File: config.mk
export PLATFORM = sky130hd
export DESIGN_NAME = memory_controller
export DESIGN_NICKNAME = d
export VERILOG_FILES = /design/src/rtl/memory_controller.sv
export SDC_FILE = /design/constraint.sdc
export NUM_CORES = 1
export LEC_CHECK = 0
export ABC_AREA = 1
export CAP_MARGIN = 20
export CORE_AREA = 3 3 193 119
export CTS_BUF_LIST = sky130_fd_sc_hd__clkbuf_8
export DETAILED_ROUTE_END_ITERATION = 8
export DIE_AREA = 0 0 196 122
export PLACE_DENSITY = 0.79
export SYNTH_ARGS = -nofsm -noshare
export SYNTH_HDL_FRONTEND = slang
export SYNTH_SLANG_ARGS = --single-unit
File: constraint.sdc
create_clock -name clk -period 2.85 [get_ports clk]
set_clock_uncertainty 0.15 [all_clocks]
set_input_delay 0.4275 -clock clk [delete_from_list [all_inputs] [get_ports clk]]
set_output_delay 0.4275 -clock clk [all_outputs]
set_load 0.01 [all_outputs]
File: src/rtl/memory_controller.sv
// Byte-serial responder for LSB load/store and instruction-fetch requests on a shared 8-bit RAM/IO bus.
// inst_type encoding: [3]=store, [2]=unsigned load, [1:0]=size (0 byte, 1 half, 2 word).
module memory_controller #(
  parameter logic [31:0] IO_BASE = 32'h30000
) (
  input  logic        clk,
  input  logic        rst,
  input  logic        rdy,
  input  logic        rollback_from_rob,
  input  logic        io_buffer_full,
  input  logic [7:0]  mem_din,
  output logic [7:0]  mem_dout,
  output logic [31:0] mem_a,
  output logic        mem_wr,
  input  logic        valid_from_lsb,
  input  logic [3:0]  inst_type_from_lsb,
  input  logic [31:0] addr_from_lsb,
  input  logic [31:0] data_from_lsb,
  output logic        valid_to_lsb,
  output logic [31:0] data_to_lsb,
  input  logic        valid_from_ifetch,
  input  logic [31:0] addr_from_ifetch,
  output logic        valid_to_ifetch,
  output logic [31:0] inst_to_ifetch
);

  typedef enum logic [1:0] {IDLE, READ, WRITE, DONE} state_t;

  state_t      state_q;
  logic        owner_q;        // 0 = LSB, 1 = ifetch
  logic [2:0]  type_q;
  logic [31:0] base_q;
  logic [31:0] data_q;
  logic [2:0]  idx_q;
  logic [23:0] buf_q;
  logic        quiet_q;        // store continues after rollback but reports nothing
  logic        mem_wr_q;
  logic [31:0] mem_a_q;
  logic [7:0]  mem_dout_q;
  logic        valid_lsb_q;
  logic        valid_if_q;
  logic [31:0] data_lsb_q;
  logic [31:0] inst_q;

  logic [2:0]  len;
  logic [2:0]  idx_inc;
  logic [31:0] next_addr;
  logic [7:0]  wbyte;
  logic        io_stall;
  logic [31:0] word;
  logic [31:0] load_ext;

  assign idx_inc   = idx_q + 3'd1;
  assign next_addr = base_q + {29'b0, idx_inc};
  assign wbyte     = data_q[{idx_inc[1:0], 3'b000} +: 8];
  assign io_stall  = mem_wr_q && (mem_a_q >= IO_BASE) && io_buffer_full;

  assign mem_wr          = mem_wr_q && rdy && !io_stall;
  assign mem_a           = mem_a_q;
  assign mem_dout        = mem_dout_q;
  assign valid_to_lsb    = valid_lsb_q;
  assign data_to_lsb     = data_lsb_q;
  assign valid_to_ifetch = valid_if_q;
  assign inst_to_ifetch  = inst_q;

  always_comb begin
    case (type_q[1:0])
      2'd0:    len = 3'd1;
      2'd1:    len = 3'd2;
      default: len = 3'd4;
    endcase
  end

  // The final byte comes straight from the bus so the result is ready on the completing edge.
  always_comb begin
    word = {mem_din, buf_q};
    case (len)
      3'd1:    word = {24'b0, mem_din};
      3'd2:    word = {16'b0, mem_din, buf_q[7:0]};
      default: ;
    endcase
    load_ext = word;
    case (type_q[1:0])
      2'd0:    load_ext = type_q[2] ? {24'b0, word[7:0]} : {{24{word[7]}}, word[7:0]};
      2'd1:    load_ext = type_q[2] ? {16'b0, word[15:0]} : {{16{word[15]}}, word[15:0]};
      default: ;
    endcase
  end

  always_ff @(posedge clk) begin
    if (rst) begin
      state_q     <= IDLE;
      owner_q     <= 1'b0;
      type_q      <= '0;
      base_q      <= '0;
      data_q      <= '0;
      idx_q       <= '0;
      buf_q       <= '0;
      quiet_q     <= 1'b0;
      mem_wr_q    <= 1'b0;
      mem_a_q     <= '0;
      mem_dout_q  <= '0;
      valid_lsb_q <= 1'b0;
      valid_if_q  <= 1'b0;
      data_lsb_q  <= '0;
      inst_q      <= '0;
    end else if (rdy) begin
      if (rollback_from_rob && state_q != WRITE) begin
        state_q     <= IDLE;
        idx_q       <= '0;
        quiet_q     <= 1'b0;
        mem_wr_q    <= 1'b0;
        mem_a_q     <= '0;
        mem_dout_q  <= '0;
        valid_lsb_q <= 1'b0;
        valid_if_q  <= 1'b0;
        data_lsb_q  <= '0;
        inst_q      <= '0;
      end else begin
        case (state_q)
          IDLE: begin
            quiet_q <= 1'b0;
            if (valid_from_lsb || valid_from_ifetch) begin
              owner_q <= !valid_from_lsb;
              type_q  <= valid_from_lsb ? inst_type_from_lsb[2:0] : 3'b010;
              base_q  <= valid_from_lsb ? addr_from_lsb : addr_from_ifetch;
              mem_a_q <= valid_from_lsb ? addr_from_lsb : addr_from_ifetch;
              data_q  <= data_from_lsb;
              idx_q   <= '0;
              if (valid_from_lsb && inst_type_from_lsb[3]) begin
                mem_wr_q   <= 1'b1;
                mem_dout_q <= data_from_lsb[7:0];
                state_q    <= WRITE;
              end else begin
                mem_wr_q <= 1'b0;
                state_q  <= READ;
              end
            end
          end
          READ: begin
            if (idx_q == len) begin
              state_q <= DONE;
              mem_a_q <= '0;
              if (owner_q) begin
                valid_if_q <= 1'b1;
                inst_q     <= word;
              end else begin
                valid_lsb_q <= 1'b1;
                data_lsb_q  <= load_ext;
              end
            end else begin
              mem_a_q <= next_addr;
              idx_q   <= idx_inc;
              case (idx_q)
                3'd1:    buf_q[7:0]   <= mem_din;
                3'd2:    buf_q[15:8]  <= mem_din;
                3'd3:    buf_q[23:16] <= mem_din;
                default: ;
              endcase
            end
          end
          WRITE: begin
            if (rollback_from_rob) quiet_q <= 1'b1;
            // One idle cycle after the last byte keeps write latency equal to read latency.
            if (!mem_wr_q) begin
              state_q    <= DONE;
              mem_a_q    <= '0;
              mem_dout_q <= '0;
              if (!(quiet_q || rollback_from_rob)) begin
                valid_lsb_q <= 1'b1;
                data_lsb_q  <= '0;
              end
            end else if (!io_stall) begin
              if (idx_q == len - 3'd1) begin
                mem_wr_q <= 1'b0;
              end else begin
                idx_q      <= idx_inc;
                mem_a_q    <= next_addr;
                mem_dout_q <= wbyte;
              end
            end
          end
          DONE: begin
            valid_lsb_q <= 1'b0;
            valid_if_q  <= 1'b0;
            quiet_q     <= 1'b0;
            state_q     <= IDLE;
          end
          default: state_q <= IDLE;
        endcase
      end
    end
  end

endmodule

==> results.sh, run 1 <==
export IMPL_outcome="complete, no violations"
export IMPL_synth_area_mux_share_pct=1.87
export IMPL_htree_levels=1
export IMPL_wl_mm=36.7
export IMPL_synth_edff_count=0
export IMPL_n_fill_cell=1965
export IMPL_yosysMostFrequentCell="nand2_1"
export IMPL_final_core_utilization_pct=63.9
export IMPL_drive_gt1_share_pct=9.43
export IMPL_p_seq_share_pct=41.1
export IMPL_dp_cells=1952
export IMPL_placed_area_um2=12800
export IMPL_min_to="state_q[0]"
export IMPL_ys_seq_area_share_pct=40.3
export IMPL_io_pins=222
export IMPL_die_h_um=122
export IMPL_stdcell_area_um2=13500
export IMPL_grt_overflow_total=0
export IMPL_r2r_slack_ns=0.10
export IMPL_critPathKind="register to primary output"
export IMPL_syn_inst=1482
export IMPL_first_pass_iters=5
export IMPL_worstMarginPinSlew_ns=0.969
export IMPL_synth_simple_gate_area_share_pct=28.6
export IMPL_syn_avg_cell_area_um2=6.88
export IMPL_synth_compound_area_share_pct=18.5
export IMPL_place_gp_congestion=1.12
export IMPL_end_kind="primary output"
export IMPL_cts_inserted_buffers=31
export IMPL_hp_class="input pin to register"
export IMPL_cts_sinks=205
export IMPL_whs_path_depth=4
export IMPL_drv_slew=0
export IMPL_combPwrFrac_pct=28.3
export IMPL_leakage_nw=5.46
export IMPL_synthArstFlopShare_pct=0
export IMPL_ys_dominant_reg_cell="dfxtp_1"
export IMPL_pre_cts_ws_ns=-0.0507
export IMPL_finalWorstSetupSlack_ns=0.0478
export IMPL_clk_pin_slew_ns=0.06
export IMPL_coreArea_um2=21100
export IMPL_worstPathMaxFanout=3
export IMPL_first_global_vias=9755
export IMPL_start_kind="register"
export IMPL_ir_drop_v=0.000298
export IMPL_synth_top_family_by_area="simple AND/OR/NAND/NOR gates"
export IMPL_clock_path_buffers=3
export IMPL_period_minus_slack_ns=2.80
export IMPL_max_slew_margin_rel_pct=35.4
export IMPL_io_buffers=221
export IMPL_drv_cap=0
export IMPL_synth_cell_types=44
export IMPL_cts_tree="done"
export IMPL_power_internal_mw=5.34
export IMPL_cp_data_arrival_time_ns=2.22
export IMPL_grt_usage_pct=29.4
export IMPL_die_x_um=196
export IMPL_worst_r2r_endpoint="mem_a[0]"
export IMPL_synth_adder_area_share_pct=1.79
export IMPL_setup_viol=0
export IMPL_worst_skew_pair_late_latency_ns=0.57
export IMPL_powerDensity_nw_per_um2=598
export IMPL_antenna_found_initial=0
export IMPL_clockRootBuffer="clkbuf_8"
export IMPL_hold_violations=0
export IMPL_synth_area_leaders="dfxtp_1 40%, nand2_1 13%, nor2_1 7.7%"
export IMPL_vias=11100
export IMPL_reg2reg_depth=10
export IMPL_r2r_start="type_q[0]"
export IMPL_swShare_pct=33.9
export IMPL_syn_num_nets=1611
export IMPL_min_from="valid_from_lsb"
export IMPL_synth_commonest_cells="354 x nand2_1, 209 x nor2_1, 205 x dfxtp_1"
export IMPL_grt_max_degree=122
export IMPL_setup_tns_ns=0
export IMPL_drc=0
export IMPL_ys_ff_latch=205
export IMPL_ant_nets=0
export IMPL_die_area_um2=23900
export IMPL_wire_per_inst_um=18.3
export IMPL_synth_top_area_share_pct=40.3
export IMPL_grt_pass1_wl_mm=55.5
export IMPL_viasPerCell=5.54
export IMPL_cts_hold_buf=0
export IMPL_yosysTopAreaCell="dfxtp_1"
export IMPL_final_cells=2009
export IMPL_start_util_pct=48.2
export IMPL_ys_warn_count=0
export IMPL_first_iter_violations=1395
export IMPL_required_ns=2.27
export IMPL_syn_to_final_growth_pct=32.5
export IMPL_clock_fmax_mhz=357
export IMPL_p_clk_share_pct=30.5
export IMPL_hpwl_mm=28.1
export IMPL_min_period_over_period_pct=98.3
export IMPL_fin_nets=1837
export IMPL_row_count=41
export IMPL_synth_area_um2=10200
export IMPL_p_sw_mw=2.74
export IMPL_synth_xor_area_share_pct=1.46
-- flip-flops by register name, indices dropped and copies added, names as in the netlist --
name             flops
base_q              32
buf_q               24
data_q              32
data_to_lsb         32
idx_q                3
inst_to_ifetch      32
mem_a               32
mem_dout             8
mem_wr_q             1
owner_q              1
quiet_q              1
state_q              2
type_q               3
valid_to_ifetch      1
valid_to_lsb         1
-- area by class of cell --
cell class | instances | area [um^2] | share of cell area (%)
Clock buffer | 38 | 523 | 3.87
Sequential cell | 205 | 4110 | 30.4
Inverter | 95 | 360 | 2.67
Clock inverter | 16 | 96.3 | 0.713
Multi-Input combinational cell | 1095 | 5380 | 39.9
Antenna cell | 1 | 2.50 | 0.0185
Timing Repair Buffer | 280 | 2690 | 19.9
Tap cell | 279 | 349 | 2.58
-- critical path, cell delays in order, from the launching register on --
cell and delay (ns):
dfxtp_1 0.41, nor2_2 0.17, nand2_1 0.06, nor2_1 0.11
nand4_1 0.21, nand2_1 0.15, nand2_1 0.11, nor2_2 0.15
dlygate4sd2_1 0.29
-- worst max-delay path by stage --
stage | from | end | slack [ns] | depth (start not counted)
3_5_place_dp | idx_q[1] | mem_a[27] | -0.05 | 15
3_3_place_gp | idx_q[1] | mem_a[27] | 0.02 | 15
5_1_grt | mem_a[25] | mem_wr | -0.007 | 8
4_1_cts | mem_a[25] | mem_wr | 0.01 | 8
6_report | mem_a[25] | mem_wr | 0.05 | 8
2_1_floorplan | idx_q[0] | mem_a[20] | 0.20 | 13
-- layer usage --
layer | GRT usage (%) | routed length (um)
met1 | 48.5 | 17900
met2 | 35.8 | 13100
met3 | 10.0 | 5380
met4 | 4.09 | 379
met5 | 0 | 0
-- power groups by stage --
stage               clock network (mW)  logic (mW)  registers, mW
CTS                               2.47        2.24           3.31
global route                      2.60        2.49           3.35
detailed placement                   0        2.22           3.37
floorplan                            0        1.22           3.38
finish                            2.46        2.29           3.32
global placement                     0        2.18           3.37
-- cell usage in the layout, fill, tap and decap left out, types with 3 or more instances in the layout --
cell and instances:
dfxtp_2 3, xor2_1 13, nor2_1 201, nand2_1 351, inv_1 90, nand3_1 81
nand2_2 9, dfxtp_1 202, ha_1 13, clkbuf_8 38, xnor2_1 3, clkdlybuf4s50_1 218
buf_12 3, a21oi_1 139, nor2_2 12, o21ai_1 11, nand3_2 5, mux2i_1 19
o21ai_0 141, o211ai_1 4, nand4_1 9, nor3_1 10, inv_2 13, buf_4 55
o211a_1 7, nor2_4 3, clkinv_2 5, a211oi_1 19, o22ai_1 17, nand3b_1 6
-- per-stage QoR --
stage / power, mW / hold slack [ns]
3_3_place_gp: 5.55 / 0.289
6_report: 8.08 / 0.209
3_5_place_dp: 5.59 / 0.296
2_1_floorplan: 4.60 / 0.274
5_1_grt: 8.44 / 0.222
4_1_cts: 8.01 / 0.183
-- cell families after synthesis --
kind of cell	count (synthesis)
xor+xnor	17
fa+ha+maj	14
buf+inv	182
flops	205
compound gates	348
mux	19
simple gates	697
-- timing repair --
item	in CTS	in global routing
endpoints found under the setup margin	2	61
endpoints found under the hold margin	0	0
setup buffers	1	1
pin swaps	1	3
resized for setup	2	21
No activity file was read; power rests on OpenSTA's default activity.
==> run 2: changes to the inputs <==
- TNS_END_PERCENT: unset -> 30
==> run 2 against run 1 <==
  * Maximum frequency shrank 0.78%
  * Critical endpoint unchanged
  * Clock-buffer cell count is the same
  * Largest power group unchanged
  * Highest routed layer unchanged
  * Final cell count is essentially flat
  * Via count shrank 0.31%
  * Critical path type unchanged
  * Sequential cell count is the same
  * Core utilization is essentially flat
  * Die area is the same
==> results.sh, run 2 (synthesis gave the netlist of run 1 again) <==
export IMPL_drc=0
export IMPL_htree_levels=1
export IMPL_cp_endpoint="mem_wr"
export IMPL_place_gp_congestion=1.12
export IMPL_outcome="complete, no violations"
export IMPL_first_iter_violations=1405
export IMPL_leakage_nw=5.46
export IMPL_die_h_um=122
export IMPL_final_core_utilization_pct=63.9
export IMPL_r2r_slack_ns=0.12
export IMPL_drive_gt1_share_pct=9.37
export IMPL_clockRootBuffer="clkbuf_8"
export IMPL_viasPerCell=5.52
export IMPL_grtUsageMet1_pct=48.5
export IMPL_whs_path_depth=4
export IMPL_setup_tns_ns=0
export IMPL_syn_to_final_growth_pct=32.5
export IMPL_fin_nets=1837
export IMPL_reg2reg_depth=10
export IMPL_start_kind="register"
export IMPL_clock_fmax_mhz=354
export IMPL_placed_area_um2=12800
export IMPL_vias=11100
export IMPL_cts_hold_buf=0
export IMPL_antenna_found_initial=0
export IMPL_busiest_layer="met1"
export IMPL_ant_nets=0
export IMPL_max_slew_margin_rel_pct=36.7
export IMPL_finalWorstSetupSlack_ns=0.0259
export IMPL_clock_path_buffers=3
export IMPL_hold_violations=0
export IMPL_required_ns=2.27
export IMPL_coreArea_um2=21100
export IMPL_clk_pin_slew_ns=0.06
export IMPL_ir_drop_v=0.000299
export IMPL_first_pass_iters=7
export IMPL_cts_inserted_buffers=31
export IMPL_n_fill_cell=1969
export IMPL_final_cells=2008
export IMPL_hpwl_mm=28.1
export IMPL_powerDensity_nw_per_um2=598
export IMPL_layout_commonest_cell="nand2_1"
export IMPL_cts_sinks=205
export IMPL_grt_overflow_total=0
export IMPL_grt_pass1_wl_mm=55.5
export IMPL_period_minus_slack_ns=2.82
export IMPL_r2r_start="type_q[0]"
export IMPL_first_global_vias=9755
export IMPL_dp_cells=1952
export IMPL_use_met3_pct=10.0
export IMPL_io_buffers=221
export IMPL_grt_usage_pct=29.4
export IMPL_io_pins=222
export IMPL_layout_common_cells="351 x nand2_1, 218 x clkdlybuf4s50_1, 203 x dfxtp_1"
export IMPL_die_area_um2=23900
export IMPL_cts_tree="done"
export IMPL_worstPathMaxFanout=3
export IMPL_min_period_over_period_pct=99.1
export IMPL_stdcell_area_um2=13500
export IMPL_setup_viol=0
export IMPL_fin_hold_ws_ns=0.209
export IMPL_hp_class="input pin to register"
export IMPL_crit_start="mem_a[25]"
export IMPL_start_util_pct=48.2
export IMPL_worstMarginPinSlew_ns=0.950
export IMPL_critPathKind="register to primary output"
export IMPL_drv_cap=0
export IMPL_row_count=41
export IMPL_pre_cts_ws_ns=-0.0507
export IMPL_drv_slew=0
export IMPL_grt_max_degree=122
export IMPL_n_antenna_cell=0
export IMPL_wire_per_inst_um=18.3
export IMPL_cp_data_arrival_time_ns=2.25
export IMPL_die_x_um=196
export IMPL_worst_skew_pair_late_latency_ns=0.57
export IMPL_total_power_mw=8.07
export IMPL_rsz0062_at_grt="yes"
export IMPL_worst_r2r_endpoint="mem_a[0]"
export IMPL_gr_usage_met2_pct=35.8
export IMPL_wl_mm=36.8
export IMPL_end_kind="primary output"
==> run 2: cell count changes in the layout (fill, tap and decap cells not counted) <==
cell      change
inv_4         +1
dfxtp_2       -1
diode_2       -1
clkinv_2      -1
dfxtp_1       +1
==> run 2: repair_timing <==
action                     4_1_cts  5_1_grt
buffers inserted                 1        1
gates cloned                     0        0
resized for setup                2       21
pin swaps                        1        3
setup endpoints to repair        2       61
==> run 2: worst min-delay path by stage <==
stage	from	to	slack (ns)
global route	valid_from_lsb	state_q[0]	0.22
finish	valid_from_lsb	state_q[0]	0.21
detailed placement	data_q[26]	data_q[26]	0.30
floorplan	data_q[25]	data_q[25]	0.27
global placement	data_q[26]	data_q[26]	0.29
CTS	valid_from_lsb	state_q[0]	0.18
==> run 2: cell type report <==
class	instances	area (um^2)	area share, %
Sequential cell	205	4110	30.4
Multi-Input combinational cell	1095	5380	39.9
Clock buffer	38	523	3.87
Inverter	95	362	2.68
Clock inverter	16	96.3	0.713
Tap cell	279	349	2.59
Timing Repair Buffer	280	2690	19.9
==> run 2: routing by layer <==
layer  vias to the layer above  routed length, um
li1                       5340                  -
met1                      5047              18000
met2                       667              13100
met3                        36               5210
met4                         0                413
met5                         -                  0
==> run 2: report_power, final <==
group / total (mW) / switching (mW) / leakage, nW / internal (mW)
Sequential: 3.32 / 0.205 / 1.67 / 3.12
Clock: 2.46 / 1.17 / 0.361 / 1.29
Combinational: 2.29 / 1.37 / 3.43 / 0.928
Total: 8.07 / 2.74 / 5.46 / 5.34
==> run 2: worst max-delay path, cell delays in order (launching register included) <==
cell           delay [ns]
dfxtp_1              0.42
nor2_2               0.17
nand2_1              0.06
nor2_1               0.12
nand4_1              0.22
nand2_1              0.15
nand2_1              0.11
nor2_2               0.15
dlygate4sd2_1        0.29
